==> config.mk <==
export PLATFORM = sky130hd
export DESIGN_NAME = tft_spi_monitor_flat
export DESIGN_NICKNAME = d
export VERILOG_FILES = /design/src/rtl/tft_spi_monitor_if.sv /design/src/rtl/tft_spi_monitor.sv /design/src/flat_wrapper.sv
export SDC_FILE = /design/constraint.sdc
export NUM_CORES = 1
export LEC_CHECK = 0
export CELL_PAD_IN_SITES_DETAIL_PLACEMENT = 1
export CELL_PAD_IN_SITES_GLOBAL_PLACEMENT = 1
export CORE_MARGIN = 2
export CORE_UTILIZATION = 39
export DETAILED_ROUTE_END_ITERATION = 16
export PLACE_DENSITY = 0.84
export SYNTH_ARGS = -nofsm -noshare
export SYNTH_HDL_FRONTEND = slang
export SYNTH_SLANG_ARGS = --single-unit
==> constraint.sdc <==
create_clock -name clk -period 1.61 [get_ports clk]
set_input_delay 0.322 -clock clk [delete_from_list [all_inputs] [get_ports clk]]
set_output_delay 0.322 -clock clk [all_outputs]
set_load 0.02 [all_outputs]
==> src/rtl/tft_spi_monitor_if.sv <==
// TFT SPI analyzer bus: sampled SPI pins plus the decoded byte/window/pixel stream.
// Optional pixel_x/pixel_y signals exist only when TFT_MON_COORD_EN is defined.
interface tft_spi_monitor_if;
  logic        spi_clk;
  logic        spi_mosi;
  logic        spi_dc;
  logic        spi_cs;
  logic        byte_valid;
  logic [7:0]  byte_data;
  logic        byte_dc;
  logic [15:0] col_start;
  logic [15:0] col_end;
  logic [15:0] row_start;
  logic [15:0] row_end;
  logic        frame_start;
  logic        pixel_valid;
  logic [15:0] pixel_data;
`ifdef TFT_MON_COORD_EN
  logic [15:0] pixel_x;
  logic [15:0] pixel_y;
`endif

  // Monitor side: samples the pins, drives the decoded stream.
  modport slave (
    input  spi_clk, spi_mosi, spi_dc, spi_cs,
    output byte_valid, byte_data, byte_dc,
    output col_start, col_end, row_start, row_end,
    output frame_start, pixel_valid, pixel_data
`ifdef TFT_MON_COORD_EN
    , output pixel_x, pixel_y
`endif
  );

  // Driver/consumer side.
  modport master (
    output spi_clk, spi_mosi, spi_dc, spi_cs,
    input  byte_valid, byte_data, byte_dc,
    input  col_start, col_end, row_start, row_end,
    input  frame_start, pixel_valid, pixel_data
`ifdef TFT_MON_COORD_EN
    , input pixel_x, pixel_y
`endif
  );
endinterface

==> src/rtl/tft_spi_monitor.sv <==
// Passive TFT SPI monitor: oversamples the bus, rebuilds bytes and decodes CASET/PASET/RAMWR.
// Define TFT_MON_COORD_EN to add pixel_x/pixel_y coordinate tracking.
module tft_spi_monitor #(
  parameter int unsigned SYNC_STAGES = 2,
  parameter logic [7:0]  CMD_CASET   = 8'h2A,
  parameter logic [7:0]  CMD_PASET   = 8'h2B,
  parameter logic [7:0]  CMD_RAMWR   = 8'h2C
) (
  input  logic clk,
  input  logic rst,
  tft_spi_monitor_if.slave bus
);

  typedef enum logic [2:0] {IDLE, CASET_P, PASET_P, RAMWR_D, SKIP} state_t;

  logic [SYNC_STAGES-1:0] clk_sync, mosi_sync, dc_sync, cs_sync;
  logic clk_prev;
  logic clk_s, mosi_s, dc_s, cs_s, rise;

  logic [6:0] shreg;
  logic [2:0] bit_cnt;
  logic       byte_valid;
  logic [7:0] byte_data;
  logic       byte_dc;

  state_t      state, state_d;
  logic [1:0]  idx, idx_d;
  logic [23:0] shadow, shadow_d;
  logic [7:0]  hi, hi_d;
  logic        have_hi, have_hi_d;
  logic [15:0] col_start, col_start_d, col_end, col_end_d;
  logic [15:0] row_start, row_start_d, row_end, row_end_d;
  logic        frame_start, frame_start_d;
  logic        pixel_valid, pixel_valid_d;
  logic [15:0] pixel_data, pixel_data_d;
`ifdef TFT_MON_COORD_EN
  logic [15:0] x_cnt, x_cnt_d, y_cnt, y_cnt_d;
  logic [15:0] pixel_x, pixel_x_d, pixel_y, pixel_y_d;
`endif

  assign clk_s  = clk_sync[SYNC_STAGES-1];
  assign mosi_s = mosi_sync[SYNC_STAGES-1];
  assign dc_s   = dc_sync[SYNC_STAGES-1];
  assign cs_s   = cs_sync[SYNC_STAGES-1];
  assign rise   = clk_s & ~clk_prev;

  // Input synchronizers; cs idles deasserted out of reset.
  always_ff @(posedge clk or negedge rst) begin
    if (!rst) begin
      clk_sync  <= '0;
      mosi_sync <= '0;
      dc_sync   <= '0;
      cs_sync   <= '1;
      clk_prev  <= 1'b0;
    end else begin
      clk_sync  <= {clk_sync[SYNC_STAGES-2:0], bus.spi_clk};
      mosi_sync <= {mosi_sync[SYNC_STAGES-2:0], bus.spi_mosi};
      dc_sync   <= {dc_sync[SYNC_STAGES-2:0], bus.spi_dc};
      cs_sync   <= {cs_sync[SYNC_STAGES-2:0], bus.spi_cs};
      clk_prev  <= clk_s;
    end
  end

  // Bit assembly; a deasserted cs drops any partial byte and masks a coincident edge.
  always_ff @(posedge clk or negedge rst) begin
    if (!rst) begin
      shreg      <= '0;
      bit_cnt    <= '0;
      byte_valid <= 1'b0;
      byte_data  <= '0;
      byte_dc    <= 1'b0;
    end else begin
      byte_valid <= 1'b0;
      if (cs_s) begin
        bit_cnt <= '0;
      end else if (rise) begin
        shreg   <= {shreg[5:0], mosi_s};
        bit_cnt <= 3'(bit_cnt + 3'd1);
        if (bit_cnt == 3'd7) begin
          byte_data  <= {shreg, mosi_s};
          byte_dc    <= dc_s;
          byte_valid <= 1'b1;
        end
      end
    end
  end

  // Decoder state and registered outputs.
  always_ff @(posedge clk or negedge rst) begin
    if (!rst) begin
      state       <= IDLE;
      idx         <= '0;
      shadow      <= '0;
      hi          <= '0;
      have_hi     <= 1'b0;
      col_start   <= '0;
      col_end     <= '0;
      row_start   <= '0;
      row_end     <= '0;
      frame_start <= 1'b0;
      pixel_valid <= 1'b0;
      pixel_data  <= '0;
`ifdef TFT_MON_COORD_EN
      x_cnt       <= '0;
      y_cnt       <= '0;
      pixel_x     <= '0;
      pixel_y     <= '0;
`endif
    end else begin
      state       <= state_d;
      idx         <= idx_d;
      shadow      <= shadow_d;
      hi          <= hi_d;
      have_hi     <= have_hi_d;
      col_start   <= col_start_d;
      col_end     <= col_end_d;
      row_start   <= row_start_d;
      row_end     <= row_end_d;
      frame_start <= frame_start_d;
      pixel_valid <= pixel_valid_d;
      pixel_data  <= pixel_data_d;
`ifdef TFT_MON_COORD_EN
      x_cnt       <= x_cnt_d;
      y_cnt       <= y_cnt_d;
      pixel_x     <= pixel_x_d;
      pixel_y     <= pixel_y_d;
`endif
    end
  end

  // Next-state: commands always re-enter the FSM; data bytes are interpreted per state.
  always_comb begin
    state_d       = state;
    idx_d         = idx;
    shadow_d      = shadow;
    hi_d          = hi;
    have_hi_d     = have_hi;
    col_start_d   = col_start;
    col_end_d     = col_end;
    row_start_d   = row_start;
    row_end_d     = row_end;
    frame_start_d = 1'b0;
    pixel_valid_d = 1'b0;
    pixel_data_d  = pixel_data;
`ifdef TFT_MON_COORD_EN
    x_cnt_d       = x_cnt;
    y_cnt_d       = y_cnt;
    pixel_x_d     = pixel_x;
    pixel_y_d     = pixel_y;
`endif
    if (byte_valid) begin
      if (!byte_dc) begin
        idx_d     = '0;
        have_hi_d = 1'b0;
        if (byte_data == CMD_CASET) begin
          state_d = CASET_P;
        end else if (byte_data == CMD_PASET) begin
          state_d = PASET_P;
        end else if (byte_data == CMD_RAMWR) begin
          state_d       = RAMWR_D;
          frame_start_d = 1'b1;
`ifdef TFT_MON_COORD_EN
          x_cnt_d = col_start;
          y_cnt_d = row_start;
`endif
        end else begin
          state_d = SKIP;
        end
      end else begin
        case (state)
          CASET_P, PASET_P: begin
            shadow_d = {shadow[15:0], byte_data};
            idx_d    = 2'(idx + 2'd1);
            if (idx == 2'd3) begin
              state_d = SKIP;
              if (state == CASET_P) begin
                col_start_d = shadow[23:8];
                col_end_d   = {shadow[7:0], byte_data};
              end else begin
                row_start_d = shadow[23:8];
                row_end_d   = {shadow[7:0], byte_data};
              end
            end
          end
          RAMWR_D: begin
            if (!have_hi) begin
              hi_d      = byte_data;
              have_hi_d = 1'b1;
            end else begin
              have_hi_d     = 1'b0;
              pixel_valid_d = 1'b1;
              pixel_data_d  = {hi, byte_data};
`ifdef TFT_MON_COORD_EN
              pixel_x_d = x_cnt;
              pixel_y_d = y_cnt;
              if (x_cnt == col_end) begin
                x_cnt_d = col_start;
                y_cnt_d = (y_cnt == row_end) ? row_start : 16'(y_cnt + 16'd1);
              end else begin
                x_cnt_d = 16'(x_cnt + 16'd1);
              end
`endif
            end
          end
          default: ;
        endcase
      end
    end
  end

  assign bus.byte_valid  = byte_valid;
  assign bus.byte_data   = byte_data;
  assign bus.byte_dc     = byte_dc;
  assign bus.col_start   = col_start;
  assign bus.col_end     = col_end;
  assign bus.row_start   = row_start;
  assign bus.row_end     = row_end;
  assign bus.frame_start = frame_start;
  assign bus.pixel_valid = pixel_valid;
  assign bus.pixel_data  = pixel_data;
`ifdef TFT_MON_COORD_EN
  assign bus.pixel_x     = pixel_x;
  assign bus.pixel_y     = pixel_y;
`endif

endmodule

==> src/flat_wrapper.sv <==
// flat-port wrapper written by rule: the top's interface ports become plain ports
module tft_spi_monitor_flat 
#(
  parameter int unsigned SYNC_STAGES = 2,
  parameter logic [7:0]  CMD_CASET   = 8'h2A,
  parameter logic [7:0]  CMD_PASET   = 8'h2B,
  parameter logic [7:0]  CMD_RAMWR   = 8'h2C
)
  (clk, rst, bus_spi_clk, bus_spi_mosi, bus_spi_dc, bus_spi_cs, bus_byte_valid, bus_byte_data, bus_byte_dc, bus_col_start, bus_col_end, bus_row_start, bus_row_end, bus_frame_start, bus_pixel_valid, bus_pixel_data);
  tft_spi_monitor_if bus_i ();
  input  logic clk;
  input  logic rst;
  input wire logic [$bits(bus_i.spi_clk)-1:0] bus_spi_clk;
  input wire logic [$bits(bus_i.spi_mosi)-1:0] bus_spi_mosi;
  input wire logic [$bits(bus_i.spi_dc)-1:0] bus_spi_dc;
  input wire logic [$bits(bus_i.spi_cs)-1:0] bus_spi_cs;
  output wire logic [$bits(bus_i.byte_valid)-1:0] bus_byte_valid;
  output wire logic [$bits(bus_i.byte_data)-1:0] bus_byte_data;
  output wire logic [$bits(bus_i.byte_dc)-1:0] bus_byte_dc;
  output wire logic [$bits(bus_i.col_start)-1:0] bus_col_start;
  output wire logic [$bits(bus_i.col_end)-1:0] bus_col_end;
  output wire logic [$bits(bus_i.row_start)-1:0] bus_row_start;
  output wire logic [$bits(bus_i.row_end)-1:0] bus_row_end;
  output wire logic [$bits(bus_i.frame_start)-1:0] bus_frame_start;
  output wire logic [$bits(bus_i.pixel_valid)-1:0] bus_pixel_valid;
  output wire logic [$bits(bus_i.pixel_data)-1:0] bus_pixel_data;
  assign bus_i.spi_clk = bus_spi_clk;
  assign bus_i.spi_mosi = bus_spi_mosi;
  assign bus_i.spi_dc = bus_spi_dc;
  assign bus_i.spi_cs = bus_spi_cs;
  assign bus_byte_valid = bus_i.byte_valid;
  assign bus_byte_data = bus_i.byte_data;
  assign bus_byte_dc = bus_i.byte_dc;
  assign bus_col_start = bus_i.col_start;
  assign bus_col_end = bus_i.col_end;
  assign bus_row_start = bus_i.row_start;
  assign bus_row_end = bus_i.row_end;
  assign bus_frame_start = bus_i.frame_start;
  assign bus_pixel_valid = bus_i.pixel_valid;
  assign bus_pixel_data = bus_i.pixel_data;
  tft_spi_monitor #(.SYNC_STAGES(SYNC_STAGES), .CMD_CASET(CMD_CASET), .CMD_PASET(CMD_PASET), .CMD_RAMWR(CMD_RAMWR)) u_core (.clk(clk), .rst(rst), .bus(bus_i));
endmodule
==> flow_metrics.tcl, run 1 <==
set metrics [dict create \
    worstPathArrival_ps 2090 \
    antenna_found_initial 0 \
    max_stage_delay_ps 480 \
    nNetsFinal 498 \
    grt_max_degree 46 \
    htree_levels 4 \
    wire_per_inst_um 23.0 \
    fmax_mhz 565 \
    r2r_start "u_core.state[2]" \
    drc 0 \
    worst_pin_slew_ps 398 \
    hold_viol 0 \
    reg2reg_depth 6 \
    relSlewSlack 0.734 \
    synth_top_family_by_area "multiplexers" \
    clock_path_buffers 2 \
    fin_area_um2 7880 \
    cts_buffers 17 \
    grt_first_pass_wirelength_um 23500 \
    pwr_density_cell_nw_per_um2 1030 \
    synth_fa_ha_area_frac 0.00661 \
    path_clk_slew_ps 60 \
    cts_sinks 149 \
    final.period_utilization 1.10 \
    totalPowerFinal_mw 8.14 \
    core_area_um2 14400 \
    synthesis.nets 358 \
    final_core_util 0.548 \
    die_width_um 125 \
    finClkSkew_ps 16.5 \
    vias 3553 \
    synth-simple-area-share 0.0397 \
    crit_chain "nor2b_2, nand4_1, buf_6, buf_12, clkbuf_16, mux2_4" \
    timing_worst_setup_path_type "register to register" \
    fillerInstances 1362 \
    multi_input_area_um2 1960 \
    cp.depth 6 \
    synth_edf_count 0 \
    grt_overflow 0 \
    finalCriticalPeriod_ps 1770 \
    setup_ws_ps -161 \
    synth_async_sr_flop_share 1.00 \
    drive_gt1_frac 0.434 \
    maxCapViolCount 0 \
    holdPathStages 1 \
    syn_inst 349 \
    syn_to_final_growth_pct 38.8 \
    worstSetupStartpointType "register" \
    status "finished with violations" \
    synth_top_cell_by_area "dfrtp_1" \
    syn_area_um2 5680 \
    synth-compound-area-share 0.0183 \
    finalSetupViolations 61 \
    min-delay-start "bus_spi_cs" \
    synthMuxAreaShare 0.255 \
    synth_xor_area_frac 0.00441 \
    grt_use_total 0.200 \
    final_cell_mix "dfrtp_1, mux2_2, dlygate4sd2_1" \
    crit_slowest_cell "dfrtp_1" \
    synth.distinct_cells 38 \
    hold_path.class "input pin to register" \
    rsz0062_at_grt "true" \
    tritoncts "done" \
    startpoint "u_core.state[2]" \
    slew_violations 0 \
    num_antenna_cells 0 \
    io_pins 98 \
    yosys-top-cells-area "dfrtp_1, mux2_2, dfstp_2" \
    firstDrtPassIters 6 \
    synth_top_area_share 0.648 \
    layout_commonest_cell "dfrtp_1" \
    synth.avg_cell_area_um2 16.3 \
    ys_ff_latch 149 \
    wl_um 15800 \
    drt_iter0_drc 104 \
    critPathTopFamily "flip-flops" \
    dp_slack_ps -87.4 \
    power_leakage_nw 4.31 \
    root_buffer "clkbuf_16" \
    ff_latch_area_um2 3740 \
    failed_checks "negative setup slack" \
    rows 44 \
    io_buffers 97 \
    ys.flop_type "dfrtp_1" \
    clk_latency_ps 430 \
    ys_warn_count 0 \
    dieArea_um2 15500 \
    ir_worst_vdd_mv 0.763 \
    path_buf_inv 3 \
    critical_path.endpoint_type "register" \
    yosysSeqAreaShare 0.657 \
    placed_area_um2 7060 \
    vias_per_cell 5.18 \
    dp_hpwl_um 9100 \
    initial_core_util 0.395 \
    grt_pass1_vias 4032 \
    worst-path-max-fanout 5 \
    die_h_um 125 \
    gp_congestion 0.769 \
    drtAntennaViolNets 0 \
    critPathRequiredTime_ps 1920 \
]
## worst register-to-register path, delay by kind of cell, from the launching register on
family,cells,cell delay [ps]
mux,1,300
flops,1,480
simple gates,2,420
buf+inv,3,470
## cells in the mapped netlist, types with 2 or more instances
master,count
nand3_1,4
and3_1,2
dfstp_2,2
buf_6,3
buf_2,8
o21ai_0,4
inv_1,3
nor3b_1,4
mux2i_1,2
mux2_1,2
nand2_1,5
nor2b_1,5
mux2_2,125
dfrtp_1,147
o2bb2ai_1,2
ha_1,3
nand3b_1,2
nor2_1,5
buf_4,2
## report_power, final
part | leakage, nW | total, mW | switching (mW) | internal [mW]
clock network | 0.295 | 4.04 | 1.56 | 2.48
registers | 2.03 | 3.90 | 0.0700 | 3.83
logic | 1.98 | 0.198 | 0.106 | 0.0914
total | 4.31 | 8.14 | 1.73 | 6.40
## area by class of cell
| class | instances | share of cell area |
|---|---|---|
| multi-input cells | 183 | 0.249 |
| inverters | 3 | 0.00143 |
| clock inverters | 12 | 0.0194 |
| clock buffers | 20 | 0.0567 |
| flip-flops and latches | 149 | 0.475 |
| well taps | 184 | 0.0292 |
| repair buffers | 135 | 0.169 |
## per-stage QoR
stage	TNS, ps	hold WS (ps)	cells
2_1_floorplan	0	26.4	349
3_5_place_dp	-3850	256	641
3_3_place_gp	0	253	641
6_report	-5230	311	686
4_1_cts	-1040	303	679
5_1_grt	-7420	309	686
## routing by layer
| metal | global-route usage | part of all wire | vias to the layer above |
|---|---|---|---|
| li1 | - | - | 1534 |
| met1 | 0.237 | 0.41 | 1904 |
| met2 | 0.348 | 0.53 | 90 |
| met3 | 0.0460 | 0.041 | 25 |
| met4 | 0.0872 | 0.024 | 0 |
| met5 | 0 | 0 | - |
## worst paths after layout
path                       slack [ps]                  endpoint
max in group asynchronous         680  u_core.bus.row_start[10]
hold / removal                    310         u_core.cs_sync[0]
setup reg to reg                 -160   u_core.bus.row_start[5]
hold reg to reg                   340         u_core.dc_sync[1]
min in group asynchronous         370  u_core.bus.col_start[11]
setup / recovery                 -160   u_core.bus.row_start[5]
## repair_timing
action                                  4_1_cts  5_1_grt
pin swaps                                     2        2
hold buffers                                  1        0
gates cloned                                  2        2
endpoints found under the setup margin      165       92
setup buffers                                 3        6
endpoints found under the hold margin        31        0
gates resized for setup                     106       33
## flip-flops by register name, summed over array words and instances (netlist names), 2 cells and up
name                   flops
u_core.bit_cnt             3
u_core.bus.byte_data       8
u_core.bus.col_end        16
u_core.bus.col_start      16
u_core.bus.pixel_data     16
u_core.bus.row_end        16
u_core.bus.row_start      16
u_core.clk_sync            2
u_core.cs_sync             2
u_core.dc_sync             2
u_core.hi                  8
u_core.idx                 2
u_core.mosi_sync           2
u_core.shadow             24
u_core.shreg               7
u_core.state               3
## kinds of logic (layout without fill, tap and decap cells)
logic type | count (synthesis) | count (layout)
buffers and inverters | 17 | 170
XOR/XNOR | 2 | 2
multiplexers | 129 | 129
adder cells (fa/ha/maj) | 3 | 3
AO/OA/AOI/OAI | 14 | 14
AND/OR/NAND/NOR | 35 | 35
flip-flops | 149 | 149
No activity file was read; power rests on OpenSTA's default activity.
==> run 2: changes to the inputs <==
==> constraint.sdc (replaced) <==
create_clock -name clk -period 1.61 [get_ports clk]
set_input_delay 0.4025 -clock clk [delete_from_list [all_inputs] [get_ports clk]]
set_output_delay 0.4025 -clock clk [all_outputs]
set_load 0.02 [all_outputs]
==> flow_metrics.tcl, run 2 (synthesis gave the netlist of run 1 again) <==
set metrics [dict create \
    status "finished with violations" \
    failed_checks "negative setup slack" \
    die_h_um 125 \
    dieArea_um2 15500 \
    cts_sinks 149 \
    critPathTopFamily "flip-flops" \
    gp_congestion 0.815 \
    final_core_util 0.542 \
    drtAntennaViolNets 0 \
    regMostFlops "u_core.shadow" \
    nNetsFinal 500 \
    largest_reg_flops 24 \
    worstPathArrival_ps 1990 \
    firstDrtPassIters 4 \
    crit_slowest_cell "dfrtp_1" \
    power_leakage_nw 4.22 \
    final_cells 688 \
    path_clk_slew_ps 70 \
    htree_levels 4 \
    tritoncts "done" \
    hold_path.class "register to register" \
    fmax_mhz 596 \
    clock_path_buffers 2 \
    core_area_um2 14400 \
    cts_buffers 17 \
    root_buffer "clkbuf_16" \
    io_buffers 97 \
    initial_core_util 0.395 \
    vias 3514 \
    slew_violations 0 \
    critical_path.endpoint_type "register" \
    layout_commonest_cell "dfrtp_1" \
    finClkSkew_ps 13.7 \
    grt_use_total 0.203 \
    io_pins 98 \
    final.period_utilization 1.04 \
    wl_um 15200 \
    dp_hpwl_um 9320 \
    worstSetupStartpointType "register" \
    dpl.cell_count 644 \
    crit_chain "ha_2, nor2b_4, nand4_1, buf_6, buf_12, mux2_4" \
    rsz0062_at_grt "true" \
    grt_overflow 0 \
    pwr_density_cell_nw_per_um2 1040 \
    wire_per_inst_um 22.0 \
    num_antenna_cells 0 \
    timing_worst_setup_path_type "register to register" \
    tns_ps -1170 \
    hold_viol 0 \
    clk_latency_ps 440 \
    final_cell_mix "dfrtp_1, mux2_2, dlygate4sd2_1" \
    worst-path-max-fanout 7 \
    syn_to_final_growth_pct 37.3 \
    grt_pass1_vias 4033 \
    ir_worst_vdd_mv 0.657 \
    rows 44 \
    setup_ws_ps -68.1 \
    grt_max_degree 47 \
    worst_pin_slew_ps 413 \
    maxCapViolCount 0 \
    drc 0 \
    whs_ps 347 \
    relSlewSlack 0.724 \
    max_stage_delay_ps 380 \
    drt_iter0_drc 132 \
    antenna_found_initial 0 \
    path_buf_inv 2 \
    drive_gt1_frac 0.444 \
    vias_per_cell 5.11 \
    die_width_um 125 \
    dp_slack_ps -33.5 \
    critPathRequiredTime_ps 1920 \
    finalSetupViolations 31 \
    grt_first_pass_wirelength_um 23600 \
    finalCriticalPeriod_ps 1680 \
]
==> run 2: changes by cell type in the layout (fill, tap and decap cells not counted), sizes merged <==
| cell | before | now |
|---|---|---|
| buf | 36 | 38 |
| clkbuf | 22 | 28 |
| clkdlybuf4s15 | 0 | 5 |
| dlygate4sd2 | 92 | 82 |
| inv | 5 | 4 |
==> run 2: layer usage <==
| layer | part of all wire | GRT usage | vias to the layer above |
|---|---|---|---|
| met1 | 0.41 | 0.245 | 1846 |
| met4 | 0.031 | 0.0958 | 0 |
| met3 | 0.033 | 0.0434 | 36 |
| li1 | - | - | 1536 |
| met5 | 0 | 0 | - |
| met2 | 0.52 | 0.348 | 96 |
==> run 2: final timing paths <==
check / start / slack, ps / to / depth (start not counted)
max reg2reg: u_core.idx[1] / -70 / u_core.bus.row_start[6] / 6
max in group asynchronous: rst / 580 / u_core.cs_sync[1] / 3
min reg2reg: u_core.clk_sync[0] / 350 / u_core.clk_sync[1] / 0
min in group asynchronous: rst / 430 / u_core.shadow[19] / 2
max: u_core.idx[1] / -70 / u_core.bus.row_start[6] / 6
min: u_core.clk_sync[0] / 350 / u_core.clk_sync[1] / 0
==> run 2: stage by stage <==
stage                     power (mW)  area, um^2
after floorplan                 4.02        5680
after global placement          4.14        7100
after detailed placement        4.17        7100
after CTS                       8.21        7760
after global routing            8.40        7790
final                           8.14        7790
==> run 2: final cells by class <==
cell class              count  area (um^2)
inverters                   3         11.3
clock inverters            11          151
repair buffers            137         1320
clock buffers              21          450
multi-input cells         183         1890
well taps                 184          230
flip-flops and latches    149         3740
fillers                  1390         6580
==> run 2: report_power, final <==
group	internal [mW]	switching, mW
Combinational	0.0917	0.110
Sequential	3.83	0.0709
Clock	2.48	1.55
Total	6.41	1.73
==> run 2: repair_timing <==
item                                    in CTS  in global routing
endpoints found under the hold margin       29                  0
hold buffers                                 1                  0
cloned                                       2                  2
buffers inserted                             6                  3
pin swaps                                    2                  1
endpoints found under the setup margin     156                 92
resized for setup                          119                 16
==> run 2: worst register-to-register path: cells and delay by family, from the launching register on <==
family	cells	cell delay (ps)
flip-flops	1	380
AND/OR/NAND/NOR	2	330
buffers and inverters	2	340
adder cells (fa/ha/maj)	1	210
multiplexers	1	310
==> run 3: changes to the inputs <==
Settings changed: CAP_MARGIN from default to 15.
==> results of run 3 <==
Final layout, timing and power as in run 2 (identical DEF).
==> patch, RTL diff (settings of run 2) <==
`SYNC_STAGES` is set to 2 in 2 places; all go to 4.
--- a/src/rtl/tft_spi_monitor.sv
+++ b/src/rtl/tft_spi_monitor.sv
@@ -1,7 +1,7 @@
 // Passive TFT SPI monitor: oversamples the bus, rebuilds bytes and decodes CASET/PASET/RAMWR.
 // Define TFT_MON_COORD_EN to add pixel_x/pixel_y coordinate tracking.
 module tft_spi_monitor #(
-  parameter int unsigned SYNC_STAGES = 2,
+  parameter int unsigned SYNC_STAGES = 4,
   parameter logic [7:0]  CMD_CASET   = 8'h2A,
   parameter logic [7:0]  CMD_PASET   = 8'h2B,
   parameter logic [7:0]  CMD_RAMWR   = 8'h2C
--- a/src/flat_wrapper.sv
+++ b/src/flat_wrapper.sv
@@ -1,7 +1,7 @@
 // flat-port wrapper written by rule: the top's interface ports become plain ports
 module tft_spi_monitor_flat 
 #(
-  parameter int unsigned SYNC_STAGES = 2,
+  parameter int unsigned SYNC_STAGES = 4,
   parameter logic [7:0]  CMD_CASET   = 8'h2A,
   parameter logic [7:0]  CMD_PASET   = 8'h2B,
   parameter logic [7:0]  CMD_RAMWR   = 8'h2C
Formal check against the unedited RTL: no difference found for any inputs over 10 cycles, from zero or initial values and one cycle with rst low; that may be too few to reach the edited logic, so the function may still have changed.
==> patch against run 2 <==
  * The flow still finishes with violations (setup timing)
  * Sequential cell count increased by 8
  * Cell count increased by 2.3%
  * Count of clock-buffer cells in the layout increased by 3
  * Fmax decreased by 1.5%
  * First-iteration DRC count decreased by 18%
  * Via count increased by 1.8%
  * Die area increased by 4.1%
  * Worst setup slack got worse by 0.025 ns
  * Total power increased by 1.8%
  * Final area increased by 4.6%
  * Sequential share of layout area increased by 0.37 points
  * Routed wire length increased by 2.3%
  * Synthesized area increased by 4.2%
  * Largest power group is now sequential cells
  * Highest routed layer unchanged
==> patch: results (changes against run 2) <==
Clock Buffer Count=24 (+14%); Avg Inst Size Synth=16.5 um2 (+1.3%); Placement Setup Slack=-0.0762 ns (-0.0427 ns); largest net degree at the start of global routing=39 (-17%); outcome=finished with violations; Mapped Nets=368 (+2.8%); Total Nets Final=512 (+2.4%); Worst Path Max Fanout=6 (-1); Worst-Margin Slew=0.399 ns (-0.0139 ns); post-synthesis sequential area ratio=0.665 (+0.00771); Placeable Area=15000 um2 (+4.6%); metal1 wirelength=6.30 mm (+0.88%); NonClk Buf Share=0.171 (+0.00142); vias after detailed routing=3576 (+1.8%); Inst Count DP=655 (+1.7%); worst-case hold slack=0.343 ns (-0.00425 ns); vias in the first global route=4048 (+0.37%); Placed Area=7310 um2 (+3.0%); RePlAce Congestion=0.760 (-6.7%); Synth top cells by count=dfrtp_1, mux2_2, buf_2; Leak=4.37 nW (+3.6%); # Post-CTS Setup Buffers=6 (unchanged); pwr/cell area=1020 nW/um2 (-2.7%); M2 GR Usage=0.331 (-0.0170); post-CTS sizing=123 (+3.4%); GR Layer Usage met1=0.224 (-0.0204); hold_sp=u_core.clk_sync[1]$_DFF_PN0_; Iteration-0 DRC Markers=108 (-18%); FF/Latch Area=3940 um2 (+5.4%); FF-to-FF End=u_core.bus.row_end[14]$_DFFE_PN0P_; met2 routed wirelength=8.31 mm (+4.7%); HPWL Detailed=9.10 mm (-2.4%); Post-synth ARST share=1.00 (unchanged); Hold EP=u_core.clk_sync[2]$_DFF_PN0_; Multi-input gate area=1970 um2 (+4.5%); Wirelength per Cell=22.0 um (about the same); Inverters excl. clock=4 (+1); GRT Total Usage=0.190 (-0.0130); Clock Latency Late Sink=0.42 ns (-0.02 ns); failing checks=setup timing; vias per inst=5.08 (-0.55%); Synth area leaders=dfrtp_1, mux2_2, dfstp_2, mux2_4, buf_6; first-pass GRT wire length=23.1 mm (-2.4%); share of post-route cells with drive strength above 1=0.440 (-0.00452); Setup violations, final=48 (+55%); nonclk buf count=140 (+2.2%); TNS Setup=-3.40 ns (-2.23 ns); met3 usage=0.0440 (+0.000585); Met3 Wirelength=522 um (+3.8%); FFs & Latches=157 (+5.4%); Distinct cells, synth=41 (+7.9%); Clock-cell share=0.0726 (-0.00463); # fillers=1425 (+2.5%); skew final=0.00682 ns (-0.00687 ns); final setup margin=-0.0931 ns (-0.0250 ns); maximum VDD drop=0.526 mV (-20%)
==> patch: power breakdown <==
part           internal, W  switching, W
clock network      0.00238       0.00159
registers          0.00405     0.0000665
logic            0.0000951      0.000111
==> patch: logic make-up (layout without fill, tap and decap cells) <==
family,after synthesis,after routing,synth area share
AO/OA/AOI/OAI,14,14,0.0165
buffers and inverters,19,176,0.0207
flip-flops,157,157,0.665
multiplexers,129,129,0.248
XOR/XNOR,3,3,0.00444
AND/OR/NAND/NOR,34,34,0.0393
adder cells (fa/ha/maj),3,3,0.00635
==> patch: how the worst max path moves through the flow <==
stage / startpoint / slack [ns] / cells past startpoint / to
after global routing: u_core.idx[1]$_DFFE_PN0P_ / -0.13 / 6 / u_core.bus.row_end[14]$_DFFE_PN0P_
after detailed placement: u_core.state[1]$_DFFE_PN0P_ / -0.08 / 4 / u_core.bus.pixel_data[0]$_DFFE_PN0P_
final: u_core.idx[1]$_DFFE_PN0P_ / -0.09 / 6 / u_core.bus.row_end[14]$_DFFE_PN0P_
after global placement: u_core.state[1]$_DFFE_PN0P_ / -0.01 / 4 / u_core.bus.pixel_data[1]$_DFFE_PN0P_
after CTS: u_core.idx[1]$_DFFE_PN0P_ / -0.05 / 6 / u_core.bus.row_end[7]$_DFFE_PN0P_
after floorplan: u_core.bus.byte_dc$_DFFE_PN0P_ / 0.02 / 6 / u_core.bus.pixel_data[10]$_DFFE_PN0P_
==> patch: critical path: cells and delay by family (launching register included) <==
family	cells	cell delay, ns
AND/OR/NAND/NOR	2	0.36
flip-flops	1	0.38
multiplexers	1	0.27
adder cells (fa/ha/maj)	1	0.22
buffers and inverters	2	0.36
